--- config.mk ---
export PLATFORM = sky130hd
export DESIGN_NAME = axi_lite_reg_slave_flat
export DESIGN_NICKNAME = d
export VERILOG_FILES = /design/src/rtl/axi_lite_reg_slave_if.sv /design/src/rtl/axi_lite_reg_slave.sv /design/src/flat_wrapper.sv
export SDC_FILE = /design/constraint.sdc
export NUM_CORES = 1
export LEC_CHECK = 0
export ABC_AREA = 1
export BUFFER_PORTS_ARGS = -buffer_cell sky130_fd_sc_hd__buf_2
export CORE_MARGIN = 10
export CORE_UTILIZATION = 54
export CTS_BUF_LIST = sky130_fd_sc_hd__clkbuf_16
export CTS_CLUSTER_DIAMETER = 100
export DETAILED_ROUTE_END_ITERATION = 8
export PLACE_DENSITY = 0.86
export SLEW_MARGIN = 40
export SYNTH_ARGS = -nofsm -noshare
export SYNTH_HDL_FRONTEND = slang
export SYNTH_SLANG_ARGS = --single-unit
--- constraint.sdc ---
create_clock -name aclk -period 16.81 [get_ports aclk]
set_input_delay 4.2025 -clock aclk [delete_from_list [all_inputs] [get_ports aclk]]
set_output_delay 4.2025 -clock aclk [all_outputs]
set_load 0.005 [all_outputs]
--- src/rtl/axi_lite_reg_slave_if.sv ---
// axi4_lite_if: AXI4-Lite bundle shared by the PCIe bridge (master side) and
// the register responder (slave side).
//   modport s : responder view (addresses/data/valids in, readies/responses out)
//   modport m : master view (mirror of s)
interface axi4_lite_if #(
  parameter int ADDR_W = 32,
  parameter int DATA_W = 32
) ();
  logic [ADDR_W-1:0]   awaddr;
  logic [2:0]          awprot;
  logic                awvalid;
  logic                awready;
  logic [DATA_W-1:0]   wdata;
  logic [DATA_W/8-1:0] wstrb;
  logic                wvalid;
  logic                wready;
  logic [1:0]          bresp;
  logic                bvalid;
  logic                bready;
  logic [ADDR_W-1:0]   araddr;
  logic [2:0]          arprot;
  logic                arvalid;
  logic                arready;
  logic [DATA_W-1:0]   rdata;
  logic [1:0]          rresp;
  logic                rvalid;
  logic                rready;

  modport s (
    input  awaddr, awprot, awvalid, output awready,
    input  wdata, wstrb, wvalid,    output wready,
    output bresp, bvalid,           input  bready,
    input  araddr, arprot, arvalid, output arready,
    output rdata, rresp, rvalid,    input  rready
  );

  modport m (
    output awaddr, awprot, awvalid, input  awready,
    output wdata, wstrb, wvalid,    input  wready,
    input  bresp, bvalid,           output bready,
    output araddr, arprot, arvalid, input  arready,
    input  rdata, rresp, rvalid,    output rready
  );
endinterface

--- src/rtl/axi_lite_reg_slave.sv ---
// axi_lite_reg_slave: AXI4-Lite register responder below the PCIe bridge.
// Word map (idx = addr[11:2]):
//   0                     ID        (RO, ID_VALUE)
//   1                     SCRATCH   (RW)
//   2 .. 1+NCTRL          CTRL[i]   (RW, driven on ctrl_o)
//   2+NCTRL .. 1+NCTRL+NSTAT  STATUS[j] (RO, status_i sampled at AR handshake)
//   2+NCTRL+NSTAT         IRQ_PEND  (W1C, only when AXI_SLV_IRQ_EN is defined)
//   anything else         SLVERR, reads return 32'hDEAD_BEEF
// Ports:
//   aclk, areset  clock, asynchronous active-high reset
//   axi           AXI4-Lite slave port (addr[11:2] decoded, prot ignored)
//   ctrl_o        CTRL register contents, register i at [32i+31:32i]
//   status_i      live status words
//   irq_i         interrupt event pulses (used only with AXI_SLV_IRQ_EN)
//   irq_o         OR of pending bits (tied 0 without AXI_SLV_IRQ_EN)
//
// FSMs:
//   state     | meaning
//   W_COLLECT | gathering AW and W independently; commit once both are held
//   W_RESP    | bvalid asserted, waiting for bready
//   R_IDLE    | arready high, waiting for an AR handshake
//   R_DATA    | rvalid asserted, waiting for rready
module axi_lite_reg_slave #(
  parameter int          NCTRL    = 4,
  parameter int          NSTAT    = 4,
  parameter logic [31:0] ID_VALUE = 32'hFB00_0001
) (
  input  logic                aclk,
  input  logic                areset,
  axi4_lite_if.s              axi,
  output logic [NCTRL*32-1:0] ctrl_o,
  input  logic [NSTAT*32-1:0] status_i,
  input  logic [31:0]         irq_i,
  output logic                irq_o
);

  localparam int IDX_SCRATCH = 1;
  localparam int IDX_CTRL0   = 2;
  localparam int IDX_STAT0   = 2 + NCTRL;
  localparam int IDX_IRQ     = 2 + NCTRL + NSTAT;
`ifdef AXI_SLV_IRQ_EN
  localparam bit IRQ_PRESENT = 1'b1;
`else
  localparam bit IRQ_PRESENT = 1'b0;
`endif

  localparam logic [1:0] RESP_OKAY   = 2'b00;
  localparam logic [1:0] RESP_SLVERR = 2'b10;

  typedef enum logic {W_COLLECT, W_RESP} w_state_t;
  typedef enum logic {R_IDLE, R_DATA}    r_state_t;

  function automatic logic [31:0] byte_mask(input logic [3:0] strb);
    logic [31:0] m;
    for (int k = 0; k < 4; k++) m[8*k +: 8] = {8{strb[k]}};
    return m;
  endfunction

  function automatic logic idx_mapped(input logic [9:0] idx);
    return (int'(idx) < IDX_IRQ) || (IRQ_PRESENT && (int'(idx) == IDX_IRQ));
  endfunction

  // ---------------------------------------------------------------- write path
  w_state_t           w_state_q, w_state_d;
  logic               awready_q, awready_d;
  logic               wready_q, wready_d;
  logic               bvalid_q, bvalid_d;
  logic [1:0]         bresp_q, bresp_d;
  logic               aw_held_q, aw_held_d;
  logic               w_held_q, w_held_d;
  logic [9:0]         aw_idx_q;
  logic [31:0]        wdata_q;
  logic [3:0]         wstrb_q;
  logic               aw_hs, w_hs, have_aw, have_w, w_commit;
  logic [9:0]         w_idx;
  logic [31:0]        w_data, w_mask;
  logic [3:0]         w_strb;

  assign aw_hs   = axi.awvalid & awready_q;
  assign w_hs    = axi.wvalid & wready_q;
  assign have_aw = aw_held_q | aw_hs;
  assign have_w  = w_held_q | w_hs;

  // A channel that was latched on an earlier edge takes priority over the bus,
  // whose value is only meaningful during its own handshake.
  assign w_idx  = aw_held_q ? aw_idx_q : axi.awaddr[11:2];
  assign w_data = w_held_q ? wdata_q : axi.wdata;
  assign w_strb = w_held_q ? wstrb_q : axi.wstrb;
  assign w_mask = byte_mask(w_strb);

  always_comb begin
    w_state_d = w_state_q;
    awready_d = awready_q;
    wready_d  = wready_q;
    bvalid_d  = bvalid_q;
    bresp_d   = bresp_q;
    aw_held_d = aw_held_q;
    w_held_d  = w_held_q;
    w_commit  = 1'b0;
    case (w_state_q)
      W_COLLECT: begin
        if (have_aw && have_w) begin
          w_commit  = 1'b1;
          w_state_d = W_RESP;
          awready_d = 1'b0;
          wready_d  = 1'b0;
          aw_held_d = 1'b0;
          w_held_d  = 1'b0;
          bvalid_d  = 1'b1;
          bresp_d   = idx_mapped(w_idx) ? RESP_OKAY : RESP_SLVERR;
        end else begin
          if (aw_hs) aw_held_d = 1'b1;
          if (w_hs)  w_held_d  = 1'b1;
          // Also raises the readies on the first edge after reset.
          awready_d = ~aw_held_d;
          wready_d  = ~w_held_d;
        end
      end
      W_RESP: begin
        if (axi.bready) begin
          bvalid_d  = 1'b0;
          w_state_d = W_COLLECT;
          awready_d = 1'b1;
          wready_d  = 1'b1;
        end
      end
      default: w_state_d = W_COLLECT;
    endcase
  end

  always_ff @(posedge aclk or posedge areset) begin
    if (areset) begin
      w_state_q <= W_COLLECT;
      awready_q <= 1'b0;
      wready_q  <= 1'b0;
      bvalid_q  <= 1'b0;
      bresp_q   <= RESP_OKAY;
      aw_held_q <= 1'b0;
      w_held_q  <= 1'b0;
    end else begin
      w_state_q <= w_state_d;
      awready_q <= awready_d;
      wready_q  <= wready_d;
      bvalid_q  <= bvalid_d;
      bresp_q   <= bresp_d;
      aw_held_q <= aw_held_d;
      w_held_q  <= w_held_d;
    end
  end

  always_ff @(posedge aclk or posedge areset) begin
    if (areset) begin
      aw_idx_q <= '0;
      wdata_q  <= '0;
      wstrb_q  <= '0;
    end else begin
      if (aw_hs) aw_idx_q <= axi.awaddr[11:2];
      if (w_hs) begin
        wdata_q <= axi.wdata;
        wstrb_q <= axi.wstrb;
      end
    end
  end

  assign axi.awready = awready_q;
  assign axi.wready  = wready_q;
  assign axi.bvalid  = bvalid_q;
  assign axi.bresp   = bresp_q;

  // ------------------------------------------------------------ register file
  logic [31:0]         scratch_q;
  logic [NCTRL*32-1:0] ctrl_q;

  always_ff @(posedge aclk or posedge areset) begin
    if (areset) begin
      scratch_q <= '0;
      ctrl_q    <= '0;
    end else if (w_commit) begin
      if (int'(w_idx) == IDX_SCRATCH)
        scratch_q <= (scratch_q & ~w_mask) | (w_data & w_mask);
      for (int i = 0; i < NCTRL; i++) begin
        if (int'(w_idx) == IDX_CTRL0 + i)
          ctrl_q[32*i +: 32] <= (ctrl_q[32*i +: 32] & ~w_mask) | (w_data & w_mask);
      end
    end
  end

  assign ctrl_o = ctrl_q;

  logic [31:0] irq_pend_q;
`ifdef AXI_SLV_IRQ_EN
  logic [31:0] irq_pend_d, irq_clr;
  logic        irq_o_q;

  // New events are OR-ed in after the clear so a same-edge set wins.
  always_comb begin
    irq_clr = '0;
    if (w_commit && (int'(w_idx) == IDX_IRQ)) irq_clr = w_data & w_mask;
    irq_pend_d = (irq_pend_q & ~irq_clr) | irq_i;
  end

  always_ff @(posedge aclk or posedge areset) begin
    if (areset) begin
      irq_pend_q <= '0;
      irq_o_q    <= 1'b0;
    end else begin
      irq_pend_q <= irq_pend_d;
      irq_o_q    <= |irq_pend_d;
    end
  end

  assign irq_o = irq_o_q;
`else
  logic unused_irq;
  assign unused_irq = ^irq_i;
  assign irq_pend_q = '0;
  assign irq_o      = 1'b0;
`endif

  // ----------------------------------------------------------------- read path
  r_state_t    r_state_q, r_state_d;
  logic        arready_q, arready_d;
  logic        rvalid_q, rvalid_d;
  logic        r_load;
  logic [31:0] rdata_q, rd_word;
  logic [1:0]  rresp_q;
  logic        rd_err;
  int          ar_i;

  assign ar_i = int'(axi.araddr[11:2]);

  always_comb begin
    rd_word = 32'hDEAD_BEEF;
    rd_err  = 1'b1;
    if (ar_i == 0) begin
      rd_word = ID_VALUE;
      rd_err  = 1'b0;
    end else if (ar_i == IDX_SCRATCH) begin
      rd_word = scratch_q;
      rd_err  = 1'b0;
    end else if (IRQ_PRESENT && (ar_i == IDX_IRQ)) begin
      rd_word = irq_pend_q;
      rd_err  = 1'b0;
    end
    for (int i = 0; i < NCTRL; i++) begin
      if (ar_i == IDX_CTRL0 + i) begin
        rd_word = ctrl_q[32*i +: 32];
        rd_err  = 1'b0;
      end
    end
    for (int j = 0; j < NSTAT; j++) begin
      if (ar_i == IDX_STAT0 + j) begin
        rd_word = status_i[32*j +: 32];
        rd_err  = 1'b0;
      end
    end
  end

  always_comb begin
    r_state_d = r_state_q;
    arready_d = arready_q;
    rvalid_d  = rvalid_q;
    r_load    = 1'b0;
    case (r_state_q)
      R_IDLE: begin
        arready_d = 1'b1;
        if (axi.arvalid && arready_q) begin
          r_load    = 1'b1;
          r_state_d = R_DATA;
          arready_d = 1'b0;
          rvalid_d  = 1'b1;
        end
      end
      R_DATA: begin
        if (axi.rready) begin
          r_state_d = R_IDLE;
          arready_d = 1'b1;
          rvalid_d  = 1'b0;
        end
      end
      default: r_state_d = R_IDLE;
    endcase
  end

  always_ff @(posedge aclk or posedge areset) begin
    if (areset) begin
      r_state_q <= R_IDLE;
      arready_q <= 1'b0;
      rvalid_q  <= 1'b0;
      rdata_q   <= '0;
      rresp_q   <= RESP_OKAY;
    end else begin
      r_state_q <= r_state_d;
      arready_q <= arready_d;
      rvalid_q  <= rvalid_d;
      if (r_load) begin
        rdata_q <= rd_word;
        rresp_q <= rd_err ? RESP_SLVERR : RESP_OKAY;
      end
    end
  end

  assign axi.arready = arready_q;
  assign axi.rvalid  = rvalid_q;
  assign axi.rdata   = rdata_q;
  assign axi.rresp   = rresp_q;

  logic unused_bits;
  assign unused_bits = ^{axi.awaddr[31:12], axi.awaddr[1:0], axi.araddr[31:12],
                         axi.araddr[1:0], axi.awprot, axi.arprot};

endmodule
--- src/flat_wrapper.sv ---
// flat-port wrapper written by rule: the top's interface ports become plain ports
module axi_lite_reg_slave_flat 
#(
  parameter int          NCTRL    = 4,
  parameter int          NSTAT    = 4,
  parameter logic [31:0] ID_VALUE = 32'hFB00_0001
)
  (aclk, areset, ctrl_o, status_i, irq_i, irq_o, axi_awaddr, axi_awprot, axi_awvalid, axi_awready, axi_wdata, axi_wstrb, axi_wvalid, axi_wready, axi_bresp, axi_bvalid, axi_bready, axi_araddr, axi_arprot, axi_arvalid, axi_arready, axi_rdata, axi_rresp, axi_rvalid, axi_rready);
  axi4_lite_if axi_i ();
  input  logic aclk;
  input  logic areset;
  output logic [NCTRL*32-1:0] ctrl_o;
  input  logic [NSTAT*32-1:0] status_i;
  input  logic [31:0] irq_i;
  output logic irq_o;
  input wire logic [$bits(axi_i.awaddr)-1:0] axi_awaddr;
  input wire logic [$bits(axi_i.awprot)-1:0] axi_awprot;
  input wire logic [$bits(axi_i.awvalid)-1:0] axi_awvalid;
  output wire logic [$bits(axi_i.awready)-1:0] axi_awready;
  input wire logic [$bits(axi_i.wdata)-1:0] axi_wdata;
  input wire logic [$bits(axi_i.wstrb)-1:0] axi_wstrb;
  input wire logic [$bits(axi_i.wvalid)-1:0] axi_wvalid;
  output wire logic [$bits(axi_i.wready)-1:0] axi_wready;
  output wire logic [$bits(axi_i.bresp)-1:0] axi_bresp;
  output wire logic [$bits(axi_i.bvalid)-1:0] axi_bvalid;
  input wire logic [$bits(axi_i.bready)-1:0] axi_bready;
  input wire logic [$bits(axi_i.araddr)-1:0] axi_araddr;
  input wire logic [$bits(axi_i.arprot)-1:0] axi_arprot;
  input wire logic [$bits(axi_i.arvalid)-1:0] axi_arvalid;
  output wire logic [$bits(axi_i.arready)-1:0] axi_arready;
  output wire logic [$bits(axi_i.rdata)-1:0] axi_rdata;
  output wire logic [$bits(axi_i.rresp)-1:0] axi_rresp;
  output wire logic [$bits(axi_i.rvalid)-1:0] axi_rvalid;
  input wire logic [$bits(axi_i.rready)-1:0] axi_rready;
  assign axi_i.awaddr = axi_awaddr;
  assign axi_i.awprot = axi_awprot;
  assign axi_i.awvalid = axi_awvalid;
  assign axi_awready = axi_i.awready;
  assign axi_i.wdata = axi_wdata;
  assign axi_i.wstrb = axi_wstrb;
  assign axi_i.wvalid = axi_wvalid;
  assign axi_wready = axi_i.wready;
  assign axi_bresp = axi_i.bresp;
  assign axi_bvalid = axi_i.bvalid;
  assign axi_i.bready = axi_bready;
  assign axi_i.araddr = axi_araddr;
  assign axi_i.arprot = axi_arprot;
  assign axi_i.arvalid = axi_arvalid;
  assign axi_arready = axi_i.arready;
  assign axi_rdata = axi_i.rdata;
  assign axi_rresp = axi_i.rresp;
  assign axi_rvalid = axi_i.rvalid;
  assign axi_i.rready = axi_rready;
  axi_lite_reg_slave #(.NCTRL(NCTRL), .NSTAT(NSTAT), .ID_VALUE(ID_VALUE)) u_core (.aclk(aclk), .areset(areset), .axi(axi_i), .ctrl_o(ctrl_o), .status_i(status_i), .irq_i(irq_i), .irq_o(irq_o));
endmodule
# --- After elaboration in Yosys (flattened, before gate mapping) ---
# Cells that the tools add are included.
totals:
  inputBits: 273
  output_inout_bits: 170
  ff_bits: 251
classes:
  n_mux: 55
  n_eq_ne: 18
  n_bitwise: 20
  n_lt_le_gt_ge: 1
  n_reduce_logical: 11
op_table:
  columns: ["operator", "count"]
  rows:
  - ["$mux 32", 11]
  - ["$and 32x32->32", 6]
  - ["$or 32x32->32", 5]
  - ["$eq 10x4->1 const B", 6]
  - ["$eq 10x3->1 const B", 4]
  - ["$mux 1", 33]
  - ["$logic_not 32->1", 1]
  - ["$not 32->32", 1]
  - ["$eq 10x2->1 const B", 2]
  - ["$eq 10x5->1 const B", 2]
  - ["$reduce_and 2->1", 8]
  - ["$pmux 1 s2", 7]
  - ["$lt 10x4->1 const B", 1]
  - ["$mux 10", 1]
  - ["$mux 2", 2]
  - ["$mux 4", 1]
  - ["$ne 2x1->1 const B", 2]
  - ["$ne 2x2->1 const B", 2]
  - ["$not 1->1", 4]
  - ["$and 1x1->1", 2]
  - ["$logic_and 1x1->1", 2]
  - ["$or 1x1->1", 2]

# --- Depth between registers and ports, before layout ---
logic_depth:
  word_depth: 12
  depth_mapped: 15
  mapped_depth_nobuf: 14

# --- Worst setup path before layout ---
# OpenSTA, ideal clock, no wires.
synth_path:
  path_kind: "input-to-reg"
  startpoint: "input axi_awaddr[2]"
  endpoint: "register (tool-made name)"
  slack_ns: 10.996
  cell_stages: 10
  n_path_buf: 1
  required_time_ns: 16.671
  setup_time_ns: 0.139
  arrival_ns: 5.676
  cell_sequence: "inv_1 -> o21ai_0 -> nand2_1 -> nor3_1 -> nand2_1 -> nor2_1 -> nand2_1 -> buf_6 -> nand2_1 -> o21ai_0"
synth_rtl:
  columns: ["item", "line", "text"]
  rows:
  - ["start, declared", "flat_wrapper.sv:16", "input wire logic [$bits(axi_i.awaddr)-1:0] axi_awaddr;"]

# --- Worst setup path after layout ---
layout_path:
  startpoint: "input axi_araddr[7]"
  endpoint: "register u_core.rdata_q[31], in the netlist u_core.axi.rdata[31]"
layout_between:
  elab_chain_cells: 11
  elab_cells_between_ends: 20
  cone_classes: "9 x eq/ne; 10 x mux; 1 x reduce/logical"
layout_rtl:
  columns: ["item", "line", "text"]
  rows:
  - ["start, declared", "flat_wrapper.sv:27", "input wire logic [$bits(axi_i.araddr)-1:0] axi_araddr;"]
  - ["$eq 10x2->1", "axi_lite_reg_slave.sv:238", "end else if (ar_i == IDX_SCRATCH) begin"]
  - ["$mux 32", "axi_lite_reg_slave.sv:238", null]
  - ["$mux 32", "axi_lite_reg_slave.sv:235", "if (ar_i == 0) begin"]
  - ["$mux 32 (4 in series)", "axi_lite_reg_slave.sv:246", "if (ar_i == IDX_CTRL0 + i) begin"]
  - ["$mux 32 (3 in series)", "axi_lite_reg_slave.sv:252", "if (ar_i == IDX_STAT0 + j) begin"]
  - ["$mux 32 *", "axi_lite_reg_slave.sv:252", null]
  - ["end signal, assigned", "axi_lite_reg_slave.sv:297", "rdata_q <= rd_word;"]
  - ["end, declared", "axi_lite_reg_slave.sv:225", "logic [31:0] rdata_q, rd_word;"]
# Mark *: on every way between the ends. The rest lies on a longest branch, timed or not.
# A chain may end at the register's enable or synchronous reset.

==> out/metrics.yaml <==
grt_util_all_layers_pct: 29.83
clockPowerShare_pct: 32.7
worstReg2RegStart: "u_core.axi.wready$_DFFE_PP0P_"
rsz0062_at_grt: "false"
worst_slew_pin_slew_ps: 933.9
ys_seq_elements: 249
p_sw_mw: 0.5860
switching_share_pct: 33.27
required_ps: 17220
status: "complete, no violations"
post_synth_num_cell_types: 34
hold_class: "reg -> reg"
hpwl_mm: 34.29
worstSetupStartpoint: "axi_araddr[7]"
cts_htree_levels: 1
synthesis.area_sq_um: 12520
drive_above_1_share_pct: 22.37
r2r_cells: 8
cts.path.max_buffers: 3
rows: 55
slew-limit-headroom_pct: 37.08
cts_tree: "built"
async_flop_share_pct: 100.0
fin_ws_ps: 9994
gp_congestion: 0.9517
routedWlPerCell_microns: 19.96
setup_viol: 0
p_leak_nw: 8.413
grt_start_max_net_pins: 125
insertion_delay_ps: 530
netlist_instances: 1685
clock.fmax_ghz: 0.1467
critical_path_class: "in -> reg"
synth_top_area_share_pct: 49.78
arrival_ps: 7230
core_sq_um: 22710
p_comb_share_pct: 23.4
netlist_top_cells_area: "dfrtp_1 (50%), nand2_1 (18%), o21ai_0 (11%)"
finalCritPeriodShare_pct: 40.55
p_int_mw: 1.175
first_pass_iters: 8
fin_util_pct: 67.59
drc: 0
worstSetupStartpointType: "input port"
min_period_ps: 6816
powerDensity_nw_per_um2: 114.8
dpl.cell_count: 2261
grt_pass1_wl_mm: 68.73
pre_cts_slack_ps: 9649
wl_mm: 46.20
postRouteAntennaNets: 0
vias_per_cell: 5.620
synth.most_common_cell: "nand2_1"
clock_skew_ps: 11.73
initial_core_util_pct: 55.12
yosysTopAreaCell: "dfrtp_1"
post_cts_resized: 0
dieWidth_microns: 172.3
cts.clk_slew.worst_paths_ps: 60
final_nets: 2278
vias: 13010
holdPathStages: 1
hold_viol: 0
rrSetupSlack_ps: 13760
port_buffers: 357
critPathCaptureType: "flip-flop"
drt_iter0_drc: 1628
synth-edff-count: 0
clock-sinks: 249
cp_max_fo: 22
seq_area_frac_synth_pct: 49.78
areaGrowthSynthToFinish_pct: 22.63
maxSlewViolCount: 0
grt_overflow: 0
final_cells: 2315
synth_top_flop_cell: "dfrtp_1"
seq_power_share_pct: 43.9
hold_buffers: 0
io-pin-count: 443
vdd_drop_max_mv: 0.1094
synth_area_per_cell_sq_um: 7.428
root_buffer: "clkbuf_16"
worstHoldStart: "u_core.r_state_q$_DFF_PP0_"
grt_pass1_vias: 12250
post_cts_buffers: 0
grt_antenna_before_repair: 5
cap_violations: 0
finalSetupTns_ps: 0
dieArea_sq_um: 29670
ys.warnings.count: 0
hold_path_end: "u_core.axi.rvalid$_DFFE_PP0P_"
ys_top_cells_by_count: "nand2_1 (609), o21ai_0 (272), dfrtp_1 (249), inv_1 (171), nand3_1 (83)"
numCtsBuffers: 27
die_y_microns: 172.3
-- cells by family after synthesis --
group,count (synthesis),synth area share [%]
AOI/OAI and AO/OA,356,14.47
other,1,0.02996
muxes,2,0.1799
and+or+nand+nor,824,27.51
DFF,249,49.78
buffers and inverters,253,8.027
-- how the worst max path moves through the flow --
stage / end / slack (ps) / depth (start not counted)
after floorplan: async pin / 5760 / 1
after global placement: u_core.axi.rdata[31]$_DFFE_PP0P_ / 9460 / 14
after detailed placement: u_core.axi.rdata[18]$_DFFE_PP0P_ / 9650 / 15
after CTS: u_core.axi.rdata[21]$_DFFE_PP0P_ / 10120 / 15
after global routing: u_core.axi.rdata[18]$_DFFE_PP0P_ / 9770 / 14
final: u_core.axi.rdata[31]$_DFFE_PP0P_ / 9990 / 14
-- critical path, stage by stage --
cell     delay [ps]
buf_2            90
nor2_1          300
nand2_1         440
nor2_1          420
nand2_1         220
inv_1           300
buf_4           380
nor2_4          210
nand2_1         130
o21ai_0         210
nand3_1         130
nand2_1          70
nand2_1          60
nand2_1          40
-- metrics by stage --
step           instance area (sq um)  total power [mW]  hold slack, ps
6_report                       15350             1.761           441.6
5_1_grt                        15350             1.859           472.3
4_1_cts                        15330             1.760           447.3
3_5_place_dp                   14480             1.186           439.5
3_3_place_gp                   14440             1.163           433.7
2_1_floorplan                  12520             1.013           417.1
-- area by class of cell --
cell class              count  area (sq um)
well taps                 285         356.6
diodes                      5         12.51
fillers                  1905          7360
flip-flops and latches    249          6231
inverters                 173         661.9
repair buffers            369          1881
multi-input cells        1185          5361
clock buffers              27         675.6
clock inverters            22         170.2
-- cell usage in the layout (no fill, tap or decap), drive strengths merged, types with 4 or more instances in the layout --
cell	netlist	layout
clkbuf	62	27
inv	172	180
nand4	24	24
buf	18	369
o21ai	299	299
nand2	609	609
clkinv	1	12
nand3	83	83
a21oi	49	49
or2	27	27
nor3	12	12
dfrtp	249	249
nor4	4	4
diode	0	5
nand3b	7	7
nor2	56	56
-- power groups by stage --
stage	registers, mW	logic [mW]	clock network (mW)
floorplan	0.772	0.241	0
global placement	0.772	0.391	0
detailed placement	0.781	0.406	0
CTS	0.771	0.409	0.580
global route	0.786	0.466	0.607
finish	0.774	0.412	0.576
-- routing by layer --
metal | GRT usage (%) | up-vias | wire length (microns)
li1 | - | 6028 | -
met1 | 37.22 | 5961 | 17170
met2 | 45.66 | 873 | 20940
met3 | 8.641 | 148 | 5659
met4 | 16.75 | 0 | 2430
met5 | 0 | - | 0
Note: power is estimated with default switching activity, not from simulation.
